--- src/rtl/tdm_demux_8_if.sv ---
// Bus between the 8:1 serial channel, the tdm_demux_8 receiver and its parallel consumer.
// TDM_PARITY_EN widens se to 4 bits for the 9-slot parity frame.
interface tdm_demux_8_if;
`ifdef TDM_PARITY_EN
  localparam int SE_W = 4;
`else
  localparam int SE_W = 3;
`endif

  // Handshake: a bit transfers on every rising edge where din_vld=1 (sync qualifies it as
  // slot 0). There is no ready. The consumer takes out on every cycle where out_vld=1.
  logic            din;
  logic            din_vld;
  logic            sync;
  logic            err_clr;
  logic [7:0]      out;
  logic            out_vld;
  logic [SE_W-1:0] se;
  logic            err;
  logic [1:0]      dbg_state;

  modport master (
    output din, din_vld, sync, err_clr,
    input  out, out_vld, se, err, dbg_state
  );

  modport slave (
    input  din, din_vld, sync, err_clr,
    output out, out_vld, se, err, dbg_state
  );
endinterface

--- src/rtl/tdm_demux_8.sv ---
// Receive end of the 8:1 TDM serial channel: locks to sync, rebuilds 8-bit words, flags framing faults.
// TDM_PARITY_EN adds a ninth slot that carries even parity over slots 0-7.
module tdm_demux_8 #(
    parameter int IDLE_TIMEOUT = 16
) (
    input logic          clk,
    input logic          rst,
    tdm_demux_8_if.slave bus
);

`ifdef TDM_PARITY_EN
    localparam int SE_W = 4;
    localparam int SH_W = 8;
    localparam logic [SE_W-1:0] LAST_SLOT = 4'd8;
`else
    localparam int SE_W = 3;
    localparam int SH_W = 7;
    localparam logic [SE_W-1:0] LAST_SLOT = 3'd7;
`endif
    localparam logic [7:0] IDLE_LIM = 8'(IDLE_TIMEOUT);

    typedef enum logic [1:0] {
        HUNT      = 2'd0,
        COLLECT   = 2'd1,
        WAIT_SYNC = 2'd2
    } state_t;

    state_t          state_q, state_d;
    logic [SE_W-1:0] se_q, se_d;
    logic [SH_W-1:0] shadow_q, shadow_d;
    logic [7:0]      out_q, out_d;
    logic            out_vld_q, out_vld_d;
    logic            err_q, err_d;
    logic            err_set;
    logic [7:0]      idle_q, idle_d;

    always_ff @(posedge clk or posedge rst) begin
        if (rst) begin
            state_q   <= HUNT;
            se_q      <= '0;
            shadow_q  <= '0;
            out_q     <= '0;
            out_vld_q <= 1'b0;
            err_q     <= 1'b0;
            idle_q    <= '0;
        end else begin
            state_q   <= state_d;
            se_q      <= se_d;
            shadow_q  <= shadow_d;
            out_q     <= out_d;
            out_vld_q <= out_vld_d;
            err_q     <= err_d;
            idle_q    <= idle_d;
        end
    end

    always_comb begin
        state_d   = state_q;
        se_d      = se_q;
        shadow_d  = shadow_q;
        out_d     = out_q;
        out_vld_d = 1'b0;
        err_set   = 1'b0;
        idle_d    = '0;

        unique case (state_q)
            HUNT, WAIT_SYNC: begin
                if (bus.din_vld && bus.sync) begin
                    shadow_d = SH_W'(bus.din);
                    se_d     = SE_W'(1);
                    state_d  = COLLECT;
                end else if (bus.din_vld && state_q == WAIT_SYNC) begin
                    // A valid bit after a frame must be a new slot 0; anything else is lost lock.
                    err_set = 1'b1;
                    state_d = HUNT;
                end
            end
            COLLECT: begin
                if (bus.din_vld) begin
                    if (bus.sync) begin
                        // Premature sync: drop the partial frame and restart on this bit.
                        err_set  = 1'b1;
                        shadow_d = SH_W'(bus.din);
                        se_d     = SE_W'(1);
                    end else if (se_q == LAST_SLOT) begin
                        se_d    = '0;
                        state_d = WAIT_SYNC;
`ifdef TDM_PARITY_EN
                        if (^{shadow_q, bus.din} == 1'b0) begin
                            out_d     = shadow_q;
                            out_vld_d = 1'b1;
                        end else begin
                            err_set = 1'b1;
                        end
`else
                        out_d     = {bus.din, shadow_q};
                        out_vld_d = 1'b1;
`endif
                    end else begin
                        shadow_d[se_q[2:0]] = bus.din;
                        se_d                = se_q + SE_W'(1);
                    end
                end else if (idle_q + 8'd1 == IDLE_LIM) begin
                    err_set = 1'b1;
                    se_d    = '0;
                    state_d = HUNT;
                end else begin
                    idle_d = idle_q + 8'd1;
                end
            end
            default: begin
                se_d    = '0;
                state_d = HUNT;
            end
        endcase

        // A new fault outranks a same-cycle clear.
        err_d = err_set | (err_q & ~bus.err_clr);
    end

    always_comb begin
        bus.out       = out_q;
        bus.out_vld   = out_vld_q;
        bus.se        = se_q;
        bus.err       = err_q;
        bus.dbg_state = state_q;
    end

endmodule

--- src/flat_wrapper.sv ---
// flat-port wrapper written by rule: the top's interface ports become plain ports
module tdm_demux_8_flat 
#(
    parameter int IDLE_TIMEOUT = 16
)
  (clk, rst, bus_din, bus_din_vld, bus_sync, bus_err_clr, bus_out, bus_out_vld, bus_se, bus_err, bus_dbg_state);
  tdm_demux_8_if bus_i ();
  input logic clk;
  input logic rst;
  input wire logic [$bits(bus_i.din)-1:0] bus_din;
  input wire logic [$bits(bus_i.din_vld)-1:0] bus_din_vld;
  input wire logic [$bits(bus_i.sync)-1:0] bus_sync;
  input wire logic [$bits(bus_i.err_clr)-1:0] bus_err_clr;
  output wire logic [$bits(bus_i.out)-1:0] bus_out;
  output wire logic [$bits(bus_i.out_vld)-1:0] bus_out_vld;
  output wire logic [$bits(bus_i.se)-1:0] bus_se;
  output wire logic [$bits(bus_i.err)-1:0] bus_err;
  output wire logic [$bits(bus_i.dbg_state)-1:0] bus_dbg_state;
  assign bus_i.din = bus_din;
  assign bus_i.din_vld = bus_din_vld;
  assign bus_i.sync = bus_sync;
  assign bus_i.err_clr = bus_err_clr;
  assign bus_out = bus_i.out;
  assign bus_out_vld = bus_i.out_vld;
  assign bus_se = bus_i.se;
  assign bus_err = bus_i.err;
  assign bus_dbg_state = bus_i.dbg_state;
  tdm_demux_8 #(.IDLE_TIMEOUT(IDLE_TIMEOUT)) u_core (.clk(clk), .rst(rst), .bus(bus_i));
endmodule
--- config.mk ---
export PLATFORM = sky130hd
export DESIGN_NAME = tdm_demux_8_flat
export DESIGN_NICKNAME = d
export VERILOG_FILES = /design/src/rtl/tdm_demux_8_if.sv /design/src/rtl/tdm_demux_8.sv /design/src/flat_wrapper.sv
export SDC_FILE = /design/constraint.sdc
export NUM_CORES = 1
export LEC_CHECK = 0
export BUFFER_PORTS_ARGS = -buffer_cell sky130_fd_sc_hd__buf_4
export CAP_MARGIN = 20
export CORE_MARGIN = 2
export CORE_UTILIZATION = 56
export CTS_CLUSTER_SIZE = 20
export DETAILED_ROUTE_END_ITERATION = 7
export GPL_TIMING_DRIVEN = 0
export PLACE_DENSITY = 0.86
export SLEW_MARGIN = 10
export SYNTH_ARGS = -nofsm -noshare
export SYNTH_HDL_FRONTEND = slang
export SYNTH_SLANG_ARGS = --single-unit
--- constraint.sdc ---
create_clock -name clk -period 2.6 [get_ports clk]
set_clock_uncertainty 0.1 [all_clocks]
set_input_delay 0.52 -clock clk [delete_from_list [all_inputs] [get_ports clk]]
set_output_delay 0.52 -clock clk [all_outputs]
set_load 0.05 [all_outputs]
# After elaboration in Yosys (flattened, before gate mapping)
# Index checks and enable logic that the tools add are counted.
[word_totals] register_bits=30 in_bits=6 word_cells=70
[classes] n_addsub=2 magnitude_cmp=2 eq_ne=11 n_mux=34 bitwise=4 n_reduce_logical=10
[ops] operator="$mux 7" n=4
[ops] operator="$mux 8" n=3
[ops] operator="$mux 3" n=5
[ops] operator="$pmux 7 s2" n=1
[ops] operator="$mux 2" n=6
[ops] operator="$reduce_and 4->1" n=3
[ops] operator="$mux 1" n=10
[ops] operator="$add 8x1->8 const B" n=1
[ops] operator="$eq 8x5->1 const B" n=1
[ops] operator="$bwmux 7" n=1
[ops] operator="$ne 3x2->1 const B" n=2
[ops] operator="$ne 3x3->1 const B" n=2
[ops] operator="$pmux 3 s2" n=1
[ops] operator="$lt 3x4->1 const B" n=1
[ops] operator="$pmux 2 s2" n=1
[ops] operator="$add 3x1->3 const B" n=1
[ops] operator="$demux 1 s3" n=1
[ops] operator="$eq 3x3->1 const B" n=1
[ops] operator="$ge 3x1->1 const B" n=1
[ops] operator="$logic_and 1x1->1" n=3
[ops] operator="$ne 3x1->1 const B" n=1
[ops] operator="$eq 2x1->1 const B" n=1
[ops] operator="$eq 2x2->1 const B" n=1
[ops] operator="$logic_not 2->1" n=1
[ops] operator="other kinds (9)" n=10

# Depth between registers and ports, before layout
[logic_depth] word_depth=9 ltp_mapped=7 ltp_nobuf=7

# Worst setup path before layout
# Ideal clock, no wire load.
[synth_path] path_kind="register to register" startpoint="register u_core.se_q[0] (netlist: u_core.bus.se[0])" endpoint="register u_core.shadow_q[0]" setup_time_ps=128 arrival_ps=1875 t_required_ps=2372 setup_slack_ps=498 path_stages_with_launch=7 n_path_buf=0 synth_period_minus_slack_ps=2102 path_cell_list="dfrtp_1 ha_1 ha_1 nor2b_2 o211a_1 o21ai_1 mux2_1"
[synth_via] elab_chain_cells=9
[synth_lines] item="start: declaration" line_no="tdm_demux_8.sv:29" source="logic [SE_W-1:0] se_q, se_d;"
[synth_lines] item="start signal: assignment" line_no="tdm_demux_8.sv:40" source="se_q <= '0;"
[synth_lines] item="start signal: assignment" line_no="tdm_demux_8.sv:48" source="se_q <= se_d;"
[synth_lines] item="$lt 3x4->1 (not written as such) / $ge 3x1->1 (equally long branches)" line_no="tdm_demux_8.sv:100" source="shadow_d[se_q[2:0]] = bus.din;"
[synth_lines] item="$logic_and 1x1->1 (not written as such)" line_no="tdm_demux_8.sv:100"
[synth_lines] item="$mux 1 (not written as such)" line_no="tdm_demux_8.sv:100"
[synth_lines] item="$demux 1 s3"
[synth_lines] item="$bwmux 7" line_no="tdm_demux_8.sv:100"
[synth_lines] item="$mux 7" line_no="tdm_demux_8.sv:85" source="end else if (se_q == LAST_SLOT) begin"
[synth_lines] item="$mux 7" line_no="tdm_demux_8.sv:80" source="if (bus.sync) begin"
[synth_lines] item="$mux 7" line_no="tdm_demux_8.sv:79" source="if (bus.din_vld) begin"
[synth_lines] item="$pmux 7 s2" line_no="tdm_demux_8.sv:66" source="unique case (state_q)"
[synth_lines] item="end signal: assignment" line_no="tdm_demux_8.sv:49" source="shadow_q <= shadow_d;"
[synth_lines] item="end: declaration" line_no="tdm_demux_8.sv:30" source="logic [SH_W-1:0] shadow_q, shadow_d;"
# Parallel ways exist; a longest one is shown, timed or not. The select of a mux whose other input is x is not followed.
# A chain may end at the register's enable or synchronous reset.

# Worst setup path after layout
[layout_path] startpoint="register u_core.se_q[0] (netlist: u_core.bus.se[0])" endpoint="register u_core.shadow_q[2]"
# The elaborated chain is that of the path after synthesis.

==> results.yml <==
timing:
  max_slew.worst_pin.slew_ps: 613
  hold_viol: 0
  grt_setup_unrepaired: "false"
  final.setup.worst_slack_ps: 637
  slew_viol_final: 0
  setup_violations: 0
  tns_ps: 0
  period_minus_slack_ps: 1960
  period_share_pct: 75.5
  slew_headroom_pct: 58.9
  fmax_mhz: 510
synthesis:
  syn_area_per_cell_sq_um: 11.0
  synth.yosys.seq_area_share_pct: 46.9
  syn-num-nets: 155
  synth-seq-cells: 30
  synth_cells: 145
  ys_types: 49
  yosysWarningCount: 0
  syn_area_sq_um: 1600
setup_path:
  path_delay_family: "adder cells"
  crit_path_cell_trace: "ha_1 > ha_1 > nor2b_2 > o211ai_4 > nor2_4 > nand2_2 > o31ai_1"
  r2r_start: "u_core.bus.se[0]"
  worst-path-max-fanout: 9
  crit_required_ps: 2740
  crit_slowest_cell: "dfrtp_1"
  cp_num_buf_inv: 0
  critPathLaunchType: "flip-flop"
  cpMostUsedCell: "ha_1"
  crit_path_start: "u_core.bus.se[0]"
  cp_slowest_stage_delay_ps: 480
  r2r_slack_ps: 640
  cp.arrival_ps: 2100
  crit_path_end_kind: "flip-flop"
  path_class: "reg2reg"
finish:
  area_growth_pct: 19.5
  antenna_cells: 0
  drive_above_1_share_pct: 34.9
  fin_nets: 181
  final_cell_area_sq_um: 1910
global_routing:
  track_usage_pct: 20.9
  grt_pass1_wl_microns: 5170
  antenna_found_initial: 0
  grt-ovfl-total: 0
  first_global_vias: 1172
  grt_max_degree: 31
floorplan:
  fp.dieH_microns: 57.5
  core-area_sq_um: 2730
  dieWidth_microns: 57.5
  die-area_sq_um: 3300
  ios: 21
  start_util_pct: 58.6
  fp-row-count: 19
place:
  place_hpwl_microns: 2230
  pre_cts_slack_ps: 653
  port_buffers: 18
  gp_congestion: 0.852
  place_area_sq_um: 1780
drt:
  drt_iter0_drc: 16
  wl_per_cell_microns: 14.9
  route.vias.total: 1164
  drtAntennaViolNets: 0
  drt_wl_total_microns: 3030
  via_per_inst: 5.73
  dr.pass1.iters: 4
  post-route-drc-count: 0
clocking:
  clkSinkCount: 30
  postCtsSetupRepairBufs: 0
  path_clk_slew_ps: 90
  clk_latency_ps: 330
  cts_tree: "done"
  cts_resized: 0
  cts-root-buf: "clkbuf_4"
  ctsLongestPathBuffers: 2
  cts-hold-fix-buffers: 0
  htreeDepth: 2
  cts_made_buffers: 5
power_and_ir_drop:
  leakagePower_nw: 0.924
  peakVddDrop_mv: 0.670
  p_per_area_nw_per_um2: 695
worst_hold_path:
  hold_class: "in2async"
outcome:
  outcome: "finished, final reports clean"
job:
  maxCapViolCount: 0
## path summary, 6_finish.rpt
check	endpoint	depth (start not counted)
min in group clk	u_core.shadow_q[0]	2
min	u_core.idle_q[3]	2
max	u_core.shadow_q[2]	7
min reg2reg	u_core.shadow_q[0]	1
max in group asynchronous	u_core.shadow_q[0]	3
max reg2reg	u_core.shadow_q[2]	7
## registers in the layout, indices dropped and copies added, names as in the netlist
name / count
u_core.bus.dbg_state: 2
u_core.bus.err: 1
u_core.bus.out: 8
u_core.shadow_q: 7
u_core.bus.se: 3
u_core.idle_q: 8
u_core.bus.out_vld: 1
## cell type report
type | instances | area, sq um
multi-input cells | 101 | 768
well taps | 31 | 38.8
clock inverters | 2 | 60.1
clock buffers | 6 | 51.3
flip-flops and latches | 30 | 751
fillers | 209 | 820
inverters | 9 | 33.8
plain buffers | 5 | 48.8
repair buffers | 19 | 163
## metrics by stage
stage | instances | hold WS [ps] | total power (W) | util [%]
after floorplan | 145 | 360 | 0.000769 | -
final | 203 | 86.4 | 0.00133 | 70.0
after detailed placement | 194 | 382 | 0.000851 | 64.9
after global placement | 194 | 374 | 0.000838 | 64.9
after CTS | 202 | 350 | 0.00134 | 69.0
after global routing | 203 | 85.3 | 0.00140 | 70.0
## layout by cell type (no fill, tap or decap), drive strengths merged, types with 2 or more instances in the layout
| master | netlist | routed |
|---|---|---|
| buf | 3 | 22 |
| and3 | 4 | 4 |
| mux2i | 2 | 2 |
| nand3 | 5 | 5 |
| o211ai | 2 | 2 |
| a21oi | 5 | 5 |
| inv | 9 | 8 |
| clkbuf | 2 | 8 |
| mux2 | 9 | 9 |
| o21ai | 14 | 14 |
| nor2 | 14 | 14 |
| dfrtp | 30 | 30 |
| a31oi | 3 | 3 |
| o31ai | 3 | 3 |
| xnor2 | 4 | 4 |
| xor2 | 3 | 3 |
| nor3 | 2 | 2 |
| nand2 | 8 | 8 |
| bufinv | 0 | 2 |
| nand2b | 5 | 5 |
| ha | 4 | 4 |
## power by group
group	internal [W]	switching, W
registers	0.000506	0.0000349
logic	0.000109	0.000195
clock network	0.000326	0.000160
total	0.000941	0.000390
## cells in the mapped netlist, drive strengths merged
cell,number,area (sq um)
a32o,1,10.0
nand2,8,35.0
nor2b,1,8.76
o211a,1,10.0
o21a,1,7.51
o211ai,2,28.8
o221ai,1,8.76
inv,9,33.8
mux2i,2,20.0
dfrtp,30,751
nor2,14,62.6
o21ai,14,70.1
o221a,1,11.3
o32a,1,11.3
and4b,1,10.0
nand2b,5,46.3
a32oi,1,8.76
nor4,1,12.5
nor3,2,10.0
nand3,5,40.0
mux2,9,101
ha,4,50.1
clkbuf,2,17.5
and3,4,31.3
a31oi,3,18.8
buf,3,31.3
and3b,1,10.0
a311oi,1,15.0
xnor2,4,35.0
a21oi,5,25.0
xor2,3,26.3
o31ai,3,27.5
nor4b,1,8.76
nand3b,1,7.51
## logic make-up after synthesis
| family | after synthesis | share of synthesized area (%) |
|---|---|---|
| and+or+nand+nor | 44 | 17.7 |
| AOI/OAI and AO/OA | 35 | 15.8 |
| DFF | 30 | 46.9 |
| buffers and inverters | 14 | 5.16 |
| muxes | 11 | 7.58 |
| xor gates and xnor gates | 7 | 3.83 |
| adders and majority gates | 4 | 3.13 |
## layer usage
metal | global-route usage, % | wire length [microns]
met5 | 0 | 0
met4 | 7.97 | 70
met3 | 7.48 | 141
met2 | 35.2 | 1540
met1 | 24.3 | 1280
No activity file was read; power rests on OpenSTA's default activity.
